`src/rtl/osd_pkg.sv`:
```
// Shared defaults and FSM state encoding for the OSD-2 frame scheduler.
package osd_pkg;

    localparam int N_DEF         = 64;
    localparam int K_DEF         = 32;
    localparam int BIT_WIDTH_DEF = 4;
    localparam int TAG_W_DEF     = 8;
    localparam int DEPTH_DEF     = 2;
    localparam int TIMEOUT_DEF   = 4096;

    typedef enum logic [2:0] {
        IDLE   = 3'd0,
        LAUNCH = 3'd1,
        WAIT   = 3'd2,
        FLUSH  = 3'd3,
        HOLD   = 3'd4
    } state_t;

endpackage

```
`src/rtl/osd_frame_scheduler_if.sv`:
```
// Frame input, core side-band and result output bundle of the scheduler.
interface osd_frame_scheduler_if import osd_pkg::*; #(
    parameter int N         = N_DEF,
    parameter int BIT_WIDTH = BIT_WIDTH_DEF,
    parameter int TAG_W     = TAG_W_DEF
);
    logic                   in_valid;
    logic                   in_ready;
    logic [N*BIT_WIDTH-1:0] in_y;
    logic                   core_start;
    logic                   core_rst;
    logic [N*BIT_WIDTH-1:0] core_y;
    logic                   core_valid_out;
    logic [N-1:0]           core_chd;
    logic                   out_valid;
    logic                   out_ready;
    logic [N-1:0]           out_chd;
    logic [TAG_W-1:0]       out_tag;
    logic                   out_timeout;
    logic [15:0]            frames_done;
    logic                   busy;

    modport master (
        input  in_valid, in_y, core_valid_out, core_chd, out_ready,
        output in_ready, core_start, core_rst, core_y, out_valid, out_chd,
               out_tag, out_timeout, frames_done, busy
    );

    modport slave (
        output in_valid, in_y, core_valid_out, core_chd, out_ready,
        input  in_ready, core_start, core_rst, core_y, out_valid, out_chd,
               out_tag, out_timeout, frames_done, busy
    );

endinterface

```
`src/rtl/osd_frame_fifo.sv`:
```
// Register FIFO of {tag, frame} entries; the head is visible combinationally.
module osd_frame_fifo import osd_pkg::*; #(
    parameter int DEPTH = DEPTH_DEF,
    parameter int WIDTH = TAG_W_DEF + N_DEF * BIT_WIDTH_DEF
) (
    input  logic                     clk,
    input  logic                     rst,
    input  logic                     push,
    input  logic [WIDTH-1:0]         push_data,
    input  logic                     pop,
    output logic [WIDTH-1:0]         head,
    output logic [$clog2(DEPTH):0]   count
);
    localparam int PTR_W = $clog2(DEPTH);
    localparam logic [PTR_W:0] DEPTH_C = (PTR_W + 1)'(DEPTH);

    logic [WIDTH-1:0] mem_r [DEPTH];
    logic [PTR_W-1:0] wr_ptr_r;
    logic [PTR_W-1:0] rd_ptr_r;
    logic [PTR_W:0]   count_r;
    logic             push_ok_s;
    logic             pop_ok_s;

    assign push_ok_s = push && (count_r < DEPTH_C);
    assign pop_ok_s  = pop && (count_r != '0);

    // Entry storage, cleared on reset so an empty FIFO presents a zero head.
    always_ff @(posedge clk or posedge rst) begin
        if (rst) begin
            for (int i = 0; i < DEPTH; i++) begin
                mem_r[i] <= '0;
            end
        end else if (push_ok_s) begin
            mem_r[wr_ptr_r] <= push_data;
        end
    end

    // Pointers and occupancy.
    always_ff @(posedge clk or posedge rst) begin
        if (rst) begin
            wr_ptr_r <= '0;
            rd_ptr_r <= '0;
            count_r  <= '0;
        end else begin
            if (push_ok_s) begin
                wr_ptr_r <= wr_ptr_r + 1'b1;
            end
            if (pop_ok_s) begin
                rd_ptr_r <= rd_ptr_r + 1'b1;
            end
            case ({push_ok_s, pop_ok_s})
                2'b10:   count_r <= count_r + 1'b1;
                2'b01:   count_r <= count_r - 1'b1;
                default: count_r <= count_r;
            endcase
        end
    end

    assign head  = mem_r[rd_ptr_r];
    assign count = count_r;

endmodule

```
`src/rtl/osd_frame_scheduler.sv`:
```
// Launches one buffered frame at a time into the OSD-2 core, aborts hung
// decodes through a watchdog flush and returns tagged results in order.
module osd_frame_scheduler import osd_pkg::*; #(
    parameter int N         = N_DEF,
    parameter int BIT_WIDTH = BIT_WIDTH_DEF,
    parameter int DEPTH     = DEPTH_DEF,
    parameter int TIMEOUT   = TIMEOUT_DEF,
    parameter int TAG_W     = TAG_W_DEF
) (
    input logic                   clk,
    input logic                   rst,
    osd_frame_scheduler_if.master bus
);
    localparam int Y_W   = N * BIT_WIDTH;
    localparam int E_W   = TAG_W + Y_W;
    localparam int CNT_W = $clog2(DEPTH) + 1;
    localparam int TMR_W = $clog2(TIMEOUT);
    localparam logic [CNT_W-1:0] DEPTH_C  = CNT_W'(DEPTH);
    localparam logic [CNT_W-1:0] ONE_C    = CNT_W'(1);
    localparam logic [TMR_W-1:0] TMR_LAST = TMR_W'(TIMEOUT - 1);

    state_t           state_r;
    state_t           next_state_s;
    logic [TMR_W-1:0] timer_r;
    logic             flush_cnt_r;
    logic [TAG_W-1:0] tag_cnt_r;
    logic             core_start_r;
    logic             core_flush_r;
    logic             out_valid_r;
    logic [N-1:0]     out_chd_r;
    logic             out_timeout_r;
    logic [15:0]      frames_done_r;
    logic             start_s;
    logic             flush_s;
    logic             valid_s;
    logic             in_ready_s;
    logic             push_s;
    logic             hs_s;
    logic             more_s;
    logic [E_W-1:0]   head_s;
    logic [CNT_W-1:0] count_s;

    // Readiness uses the registered count only, so a full FIFO refuses a push
    // even in the cycle its head is popped.
    assign in_ready_s = (count_s < DEPTH_C);
    assign push_s     = bus.in_valid && in_ready_s;
    assign hs_s       = out_valid_r && bus.out_ready;
    assign more_s     = (count_s > ONE_C) || push_s;

    osd_frame_fifo #(
        .DEPTH (DEPTH),
        .WIDTH (E_W)
    ) u_fifo (
        .clk       (clk),
        .rst       (rst),
        .push      (push_s),
        .push_data ({tag_cnt_r, bus.in_y}),
        .pop       (hs_s),
        .head      (head_s),
        .count     (count_s)
    );

    // FSM state register.
    always_ff @(posedge clk or posedge rst) begin
        if (rst) begin
            state_r <= IDLE;
        end else begin
            state_r <= next_state_s;
        end
    end

    // FSM next-state logic; a result strobe beats the final watchdog cycle.
    always_comb begin
        next_state_s = state_r;
        case (state_r)
            IDLE: begin
                if (count_s != '0) next_state_s = LAUNCH;
                else               next_state_s = IDLE;
            end
            LAUNCH: next_state_s = WAIT;
            WAIT: begin
                if (bus.core_valid_out)      next_state_s = HOLD;
                else if (timer_r == TMR_LAST) next_state_s = FLUSH;
                else                          next_state_s = WAIT;
            end
            FLUSH: begin
                if (flush_cnt_r) next_state_s = HOLD;
                else             next_state_s = FLUSH;
            end
            HOLD: begin
                if (bus.out_ready) begin
                    if (more_s) next_state_s = LAUNCH;
                    else        next_state_s = IDLE;
                end else begin
                    next_state_s = HOLD;
                end
            end
            default: next_state_s = IDLE;
        endcase
    end

    // Moore output decode from the upcoming state, registered below.
    always_comb begin
        start_s = 1'b0;
        flush_s = 1'b0;
        valid_s = 1'b0;
        case (next_state_s)
            LAUNCH:  start_s = 1'b1;
            FLUSH:   flush_s = 1'b1;
            HOLD:    valid_s = 1'b1;
            default: start_s = 1'b0;
        endcase
    end

    // Registered control outputs.
    always_ff @(posedge clk or posedge rst) begin
        if (rst) begin
            core_start_r <= 1'b0;
            core_flush_r <= 1'b0;
            out_valid_r  <= 1'b0;
        end else begin
            core_start_r <= start_s;
            core_flush_r <= flush_s;
            out_valid_r  <= valid_s;
        end
    end

    // Watchdog timer, flush-length counter and result capture.
    always_ff @(posedge clk or posedge rst) begin
        if (rst) begin
            timer_r       <= '0;
            flush_cnt_r   <= 1'b0;
            out_chd_r     <= '0;
            out_timeout_r <= 1'b0;
        end else begin
            if (state_r == LAUNCH) begin
                timer_r <= '0;
            end else if (state_r == WAIT) begin
                timer_r <= timer_r + 1'b1;
            end
            if (state_r == FLUSH) begin
                flush_cnt_r <= ~flush_cnt_r;
            end else begin
                flush_cnt_r <= 1'b0;
            end
            if ((state_r == WAIT) && bus.core_valid_out) begin
                out_chd_r     <= bus.core_chd;
                out_timeout_r <= 1'b0;
            end else if (state_r == FLUSH) begin
                out_chd_r     <= '0;
                out_timeout_r <= 1'b1;
            end
        end
    end

    // Tag and completion counters; both wrap naturally.
    always_ff @(posedge clk or posedge rst) begin
        if (rst) begin
            tag_cnt_r     <= '0;
            frames_done_r <= 16'd0;
        end else begin
            if (push_s) begin
                tag_cnt_r <= tag_cnt_r + 1'b1;
            end
            if (hs_s) begin
                frames_done_r <= frames_done_r + 16'd1;
            end
        end
    end

    assign bus.in_ready    = in_ready_s;
    assign bus.core_start  = core_start_r;
    assign bus.core_rst    = rst | core_flush_r;
    assign bus.core_y      = head_s[Y_W-1:0];
    assign bus.out_valid   = out_valid_r;
    assign bus.out_chd     = out_chd_r;
    assign bus.out_tag     = head_s[E_W-1:Y_W];
    assign bus.out_timeout = out_timeout_r;
    assign bus.frames_done = frames_done_r;
    assign bus.busy        = (state_r != IDLE) || (count_s != '0);

endmodule

```
`src/flat_wrapper.sv`:
```
// flat-port wrapper written by rule: the top's interface ports become plain ports
module osd_frame_scheduler_flat import osd_pkg::*;
#(
    parameter int N         = N_DEF,
    parameter int BIT_WIDTH = BIT_WIDTH_DEF,
    parameter int DEPTH     = DEPTH_DEF,
    parameter int TIMEOUT   = TIMEOUT_DEF,
    parameter int TAG_W     = TAG_W_DEF
)
  (clk, rst, bus_in_valid, bus_in_y, bus_core_valid_out, bus_core_chd, bus_out_ready, bus_in_ready, bus_core_start, bus_core_rst, bus_core_y, bus_out_valid, bus_out_chd, bus_out_tag, bus_out_timeout, bus_frames_done, bus_busy);
  osd_frame_scheduler_if #(.N(N), .BIT_WIDTH(BIT_WIDTH), .TAG_W(TAG_W)) bus_i ();
  input logic clk;
  input logic rst;
  input wire logic [$bits(bus_i.in_valid)-1:0] bus_in_valid;
  input wire logic [$bits(bus_i.in_y)-1:0] bus_in_y;
  input wire logic [$bits(bus_i.core_valid_out)-1:0] bus_core_valid_out;
  input wire logic [$bits(bus_i.core_chd)-1:0] bus_core_chd;
  input wire logic [$bits(bus_i.out_ready)-1:0] bus_out_ready;
  output wire logic [$bits(bus_i.in_ready)-1:0] bus_in_ready;
  output wire logic [$bits(bus_i.core_start)-1:0] bus_core_start;
  output wire logic [$bits(bus_i.core_rst)-1:0] bus_core_rst;
  output wire logic [$bits(bus_i.core_y)-1:0] bus_core_y;
  output wire logic [$bits(bus_i.out_valid)-1:0] bus_out_valid;
  output wire logic [$bits(bus_i.out_chd)-1:0] bus_out_chd;
  output wire logic [$bits(bus_i.out_tag)-1:0] bus_out_tag;
  output wire logic [$bits(bus_i.out_timeout)-1:0] bus_out_timeout;
  output wire logic [$bits(bus_i.frames_done)-1:0] bus_frames_done;
  output wire logic [$bits(bus_i.busy)-1:0] bus_busy;
  assign bus_i.in_valid = bus_in_valid;
  assign bus_i.in_y = bus_in_y;
  assign bus_i.core_valid_out = bus_core_valid_out;
  assign bus_i.core_chd = bus_core_chd;
  assign bus_i.out_ready = bus_out_ready;
  assign bus_in_ready = bus_i.in_ready;
  assign bus_core_start = bus_i.core_start;
  assign bus_core_rst = bus_i.core_rst;
  assign bus_core_y = bus_i.core_y;
  assign bus_out_valid = bus_i.out_valid;
  assign bus_out_chd = bus_i.out_chd;
  assign bus_out_tag = bus_i.out_tag;
  assign bus_out_timeout = bus_i.out_timeout;
  assign bus_frames_done = bus_i.frames_done;
  assign bus_busy = bus_i.busy;
  osd_frame_scheduler #(.N(N), .BIT_WIDTH(BIT_WIDTH), .DEPTH(DEPTH), .TIMEOUT(TIMEOUT), .TAG_W(TAG_W)) u_core (.clk(clk), .rst(rst), .bus(bus_i));
endmodule
```
`config.mk`:
```
export PLATFORM = sky130hd
export DESIGN_NAME = osd_frame_scheduler_flat
export DESIGN_NICKNAME = d
export VERILOG_FILES = /design/src/rtl/osd_pkg.sv /design/src/rtl/osd_frame_scheduler_if.sv /design/src/rtl/osd_frame_fifo.sv /design/src/rtl/osd_frame_scheduler.sv /design/src/flat_wrapper.sv
export SDC_FILE = /design/constraint.sdc
export NUM_CORES = 1
export LEC_CHECK = 0
export CELL_PAD_IN_SITES_DETAIL_PLACEMENT = 2
export CELL_PAD_IN_SITES_GLOBAL_PLACEMENT = 2
export CORE_MARGIN = 5
export CORE_UTILIZATION = 34
export DETAILED_ROUTE_END_ITERATION = 10
export GPL_ROUTABILITY_DRIVEN = 0
export HOLD_SLACK_MARGIN = 0.03
export PLACE_DENSITY_LB_ADDON = 0.1
export SYNTH_ARGS = -nofsm -noshare
export SYNTH_HDL_FRONTEND = slang
export SYNTH_HIERARCHICAL = 1
export SYNTH_SLANG_ARGS = --single-unit
```
`constraint.sdc`:
```
create_clock -name clk -period 27.2 [get_ports clk]
set_clock_uncertainty 0.2 [all_clocks]
set_input_delay 6.8 -clock clk [delete_from_list [all_inputs] [get_ports clk]]
set_output_delay 6.8 -clock clk [all_outputs]
set_load 0.01 [all_outputs]
```
; ---- After elaboration in Yosys (flattened, before gate mapping)
; Cells that the tools add are included.
[totals]
output_inout_bits = 350
wordCells = 79
inputBits = 325
register_bits = 640
[classes]
add_sub_neg = 7
magnitude_cmp = 5
bitwise = 4
n_reduce_logical = 14
n_mux = 24
n_eq_ne = 10
[ops]
columns = op, n
row1 = 264-bit 2-to-1 mux, 4
row2 = 528-bit bitwise mux, 1
row3 = 264-bit demux with 1-bit select, 1
row4 = 64-bit 2-to-1 mux, 2
row5 = 12-bit 2-to-1 mux, 2
row6 = "16-bit by 1-bit adder with 16-bit output, second input constant", 1
row7 = 3-bit one-hot mux with 5 select lines, 1
row8 = "12-bit by 1-bit adder with 12-bit output, second input constant", 1
row9 = "12-bit == test, second input constant", 1
row10 = "3-bit by 2-bit == test with 1-bit output, second input constant", 3
row11 = 1-bit 2-to-1 mux, 9
row12 = 3-bit 2-to-1 mux, 3
row13 = "8-bit by 1-bit adder with 8-bit output, second input constant", 1
row14 = 2-bit nonzero test, 4
row15 = "3-bit by 1-bit == test with 1-bit output, second input constant", 2
row16 = "3-bit == test, second input constant", 2
row17 = 1-bit logical AND, 6
row18 = "2-bit >= comparator, second input constant", 2
row19 = 1-bit NOT with 2-bit output, 2
row20 = 2-bit one-hot mux with 2 select lines, 1
row21 = 3-bit zero test, 1
row22 = 3-bit nonzero test, 1
row23 = "1-bit adder, second input constant", 2
row24 = "2-bit by 1-bit adder with 2-bit output, second input constant", 1
row25 = 9 further kinds, 10

; ---- Longest topological paths before layout
[depth]
word_depth = 8
ltp_mapped = 7
ltp_nobuf = 7

; ---- By module
; Netlist, hierarchy kept.
[by_module_without_submodules]
columns = mod, cells_each, n_inst, seq_area_each_um2, area_each_um2
row1 = osd_frame_fifo, 1423, 1, 13312.8, 23134.7
row2 = osd_frame_scheduler, 339, 1, 2702.6, 4416.7

; ---- Worst setup path after synthesis
; OpenSTA, ideal clock, no wires.
[synth_path]
path_type = input -> output
start = input port rst
end = output port bus_core_rst
t_required_ns = 20.200
path_buffers = 0
arrival_ns = 7.088
cell_stages = 1
setup_slack_ns = 13.112
cell_sequence = or2_2
[synth_between]
elab_chain_cells = 1
[synth_lines]
columns = item, line_no
row1 = start: declaration, flat_wrapper.sv:13  ; input logic rst;
row2 = 1-bit bitwise OR, osd_frame_scheduler.sv:173  ; assign bus.core_rst = rst | core_flush_r;
row3 = end: declaration, flat_wrapper.sv:21  ; output wire logic [$bits(bus_i.core_rst)-1:0] bus_core_rst;
; Every way passes these cells.

; ---- Worst setup path after layout
; Same ends and word-level chain as after synthesis.

==> summary.md <==
| Metric | Value |
|---|---|
| Most used cell, CP | clkdlybuf4s50_1 |
| Clock transition at path regs | 0.05 ns |
| Core area | 80400 um2 |
| Setup TNS | 0 ns |
| Worst-path fanout max | 3 |
| Via density | 4.91 |
| Post-Syn Instances | 1762 |
| Chip width | 295 um |
| RSZ-0062 raised after global routing | false |
| Ratio of cells with drive above 1 in the final layout | 37.1% |
| Vias in the first global route | 20600 |
| DRC viols | 0 |
| Layout Utilization | 46.4% |
| Yosys reg bits | 640 |
| Mapped Nets | 2091 |
| CP cell instances | clkdlybuf4s50_1, or2_2, clkdlybuf4s50_1 |
| Min Tclk post-route | 15.18 ns |
| H-tree levels | 3 |
| HP Class | flip-flop to flip-flop |
| Post-layout nets | 2752 |
| Design Power | 4.81 mW |
| IO Count | 675 |
| Post-synth top flop | dfrtp_1 |
| DRT iter0 DRCs | 420 |
| Data required, critical path | 20.20 ns |
| Vias | 17500 |
| Port buffer count | 674 |
| Worst path arrival time | 8.18 ns |
| Final worst-path cycle share | 55.8% |
| Clock root cell | clkbuf_16 |
| Initial antenna violation count | 30 |
| Leak Pwr | 15.7 nW |
| EDFF count, synth | 0 |
| # rows | 104 |
| Setup ws final | 12.02 ns |
| Largest net degree at the start of global routing | 154 |
| Fraction of registers with async set/reset | 100% |
| CTS tree | done |
| Clock sink total | 640 |
| Initial Util | 34.3% |
| Max clock buf depth | 3 |
| Slew Limit Fails | 0 |
| Wire per inst | 24.2 um |
| Yosys Warn Count | 6 |
| Drt first pass iters | 5 |
| Syn avg cell area | 15.6 um2 |
| CTS resizes | 0 |
| Slew HR | 13.2% |
| Critical Path End Type | output port |
| Layout area overhead | 35.5% |
| Fmax | 65.9 MHz |
| Startpoint Class | input port |
| Clock power frac | 20.6% |
| Setup slack at placement | 12.01 ns |
| # fillers | 7613 |
| Critical path's top delay family | buffers and inverters |
| Post-DP HPWL | 59400 um |
| Final setup fails | 0 |
| Combinational Power Share | 44.8% |
| Hold Buf Count CTS | 0 |
| Highest ir drop seen on vdd | 74.1 uV |
| Outcome | complete, no violations |
| Critical path class | input port to output port |
| Crit-path slowest cell | clkdlybuf4s50_1 |
| Worst-Skew Late Latency | 0.62 ns |
| Total gr overflow | 0 |
| Register area share after synthesis | 58.1% |
| Die area | 86800 um2 |
| CP bufs+invs | 2 |
| Fin. Hold Viols | 0 |
| Num CTS Buffers | 75 |
| Internal Power | 3.27 mW |
| Max-cap viol count | 0 |
| Total track usage | 19.2% |
| Unique masters post-synth | 50 |
| Seq pwr share | 34.6% |
| Antenna-violating nets left | 0 |
| Post-Syn Area | 27600 um2 |
| Switching pwr | 1.54 mW |
| Fin Hold WS | 0.284 ns |
| Switching Fraction | 32.0% |
| Slew @ Worst Pin | 1.30 ns |
| Pwr dens | 129 nW/um2 |
| Biggest cell delay along the critical path | 0.55 ns |
| Post-CTS Setup Inserts | 0 |
| Routed WL | 86100 um |
| Die Span Y | 295 um |
| First-pass GRT wire length | 128000 um |
## final cells by class
cell class / instances / area (um2) / share of cell area [%]
diodes: 15 / 37.5 / 0.101
clock buffers: 118 / 2250 / 6.03
clock inverters: 16 / 168 / 0.449
inverters: 7 / 36.3 / 0.0972
multi-input cells: 1010 / 10600 / 28.4
flip-flops and latches: 640 / 16000 / 42.9
well taps: 1060 / 1330 / 3.55
repair buffers: 689 / 6910 / 18.5
## worst register-to-register path, cell delays in order, from the launching register on
cell,delay [ns]
dfrtp_1,0.47
nor2b_1,0.75
nand2b_4,0.13
nor2_4,0.88
buf_4,0.85
buf_4,0.93
mux2_2,0.49
## cells in the final DEF (no fill, tap or decap), drive strengths merged, types with 8 or more instances in the layout
master	instances
a22o	65
clkbuf	118
nand3	10
xnor2	24
dfrtp	640
mux2	795
inv	8
nand2	16
clkdlybuf4s50	674
xor2	11
buf	15
clkinv	13
nor2	21
diode	15
o21ai	9
## worst paths after layout
kind / from / end / cells past startpoint / slack, ns
max: rst / bus_core_rst / 3 / 12.02
min: u_core/u_fifo/mem_r[511] / u_core/u_fifo/mem_r[511] / 1 / 0.28
max reg2reg: u_core/u_fifo/count[1] / u_core/u_fifo/mem_r[410] / 6 / 22.37
min reg2reg: u_core/u_fifo/mem_r[511] / u_core/u_fifo/mem_r[511] / 1 / 0.28
max in group asynchronous: rst / u_core/u_fifo/mem_r[84] / 4 / 18.13
min in group asynchronous: rst / u_core/bus.frames_done[13] / 2 / 6.58
## power by group through the flow
stage               sequential, mW  combinational (mW)  clock (mW)
floorplan                     1.59                1.23           0
detailed placement            1.68                2.19           0
global route                  1.71                2.30        1.06
CTS                           1.67                2.21        1.03
finish                        1.66                2.16       0.990
global placement              1.63                2.14           0
## through the flow
step	instance area, um2	std cells
5_1_grt	37300	3551
3_5_place_dp	34900	3406
3_3_place_gp	34900	3406
6_report	37300	3555
2_1_floorplan	27600	1762
4_1_cts	37300	3540
## logic make-up (layout without fill, tap and decap cells)
kind of cell | Yosys count | count (layout) | synth area share [%]
muxes | 796 | 796 | 32.5
DFF | 640 | 640 | 58.1
buffers and inverters | 112 | 830 | 3.51
AOI/OAI and AO/OA | 88 | 88 | 2.59
and+or+nand+nor | 87 | 87 | 1.93
xor gates and xnor gates | 35 | 35 | 1.11
adders and majority gates | 4 | 4 | 0.182
other | 0 | 15 | 0
## Yosys cell counts (3+ instances only)
cell        n  area (um2)
buf_6      66         743
inv_1       6        22.5
ha_1        4        50.1
nor2_1     19        71.3
dfrtp_1   640       16000
xor2_1     11        96.3
buf_2      34         170
mux2_2    773        8700
and4_1      3        26.3
xnor2_1    24         210
nand4_1     7        43.8
a21oi_1     5        25.0
nor4_1      3        18.8
nor3_1      4        20.0
clkbuf_1    3        11.3
nor3_2      3        30.0
mux2_1     21         236
a22o_1     65         569
nand2_1    15        56.3
nor2b_1     3        18.8
o21ai_0     8        40.0
nand3_1     9        45.0
or2_2       3        18.8
## flip-flops by register name, indices dropped and copies added, names as in the netlist, 2 cells and up
register / flops
u_core/bus.frames_done: 16
u_core/bus.out_chd: 64
u_core/state_r: 3
u_core/tag_cnt_r: 8
u_core/timer_r: 12
u_core/u_fifo/count: 2
u_core/u_fifo/mem_r: 528
## per-layer routing
metal	up-vias	track usage [%]	part of all wire, %	wire length, um
li1	7681	-	-	-
met1	9106	20.1	36	30700
met2	465	35.1	53	45600
met3	171	7.23	7.7	6660
met4	30	6.80	3.5	2970
met5	-	0	0.21	181
(Power assumes the default switching activity.)
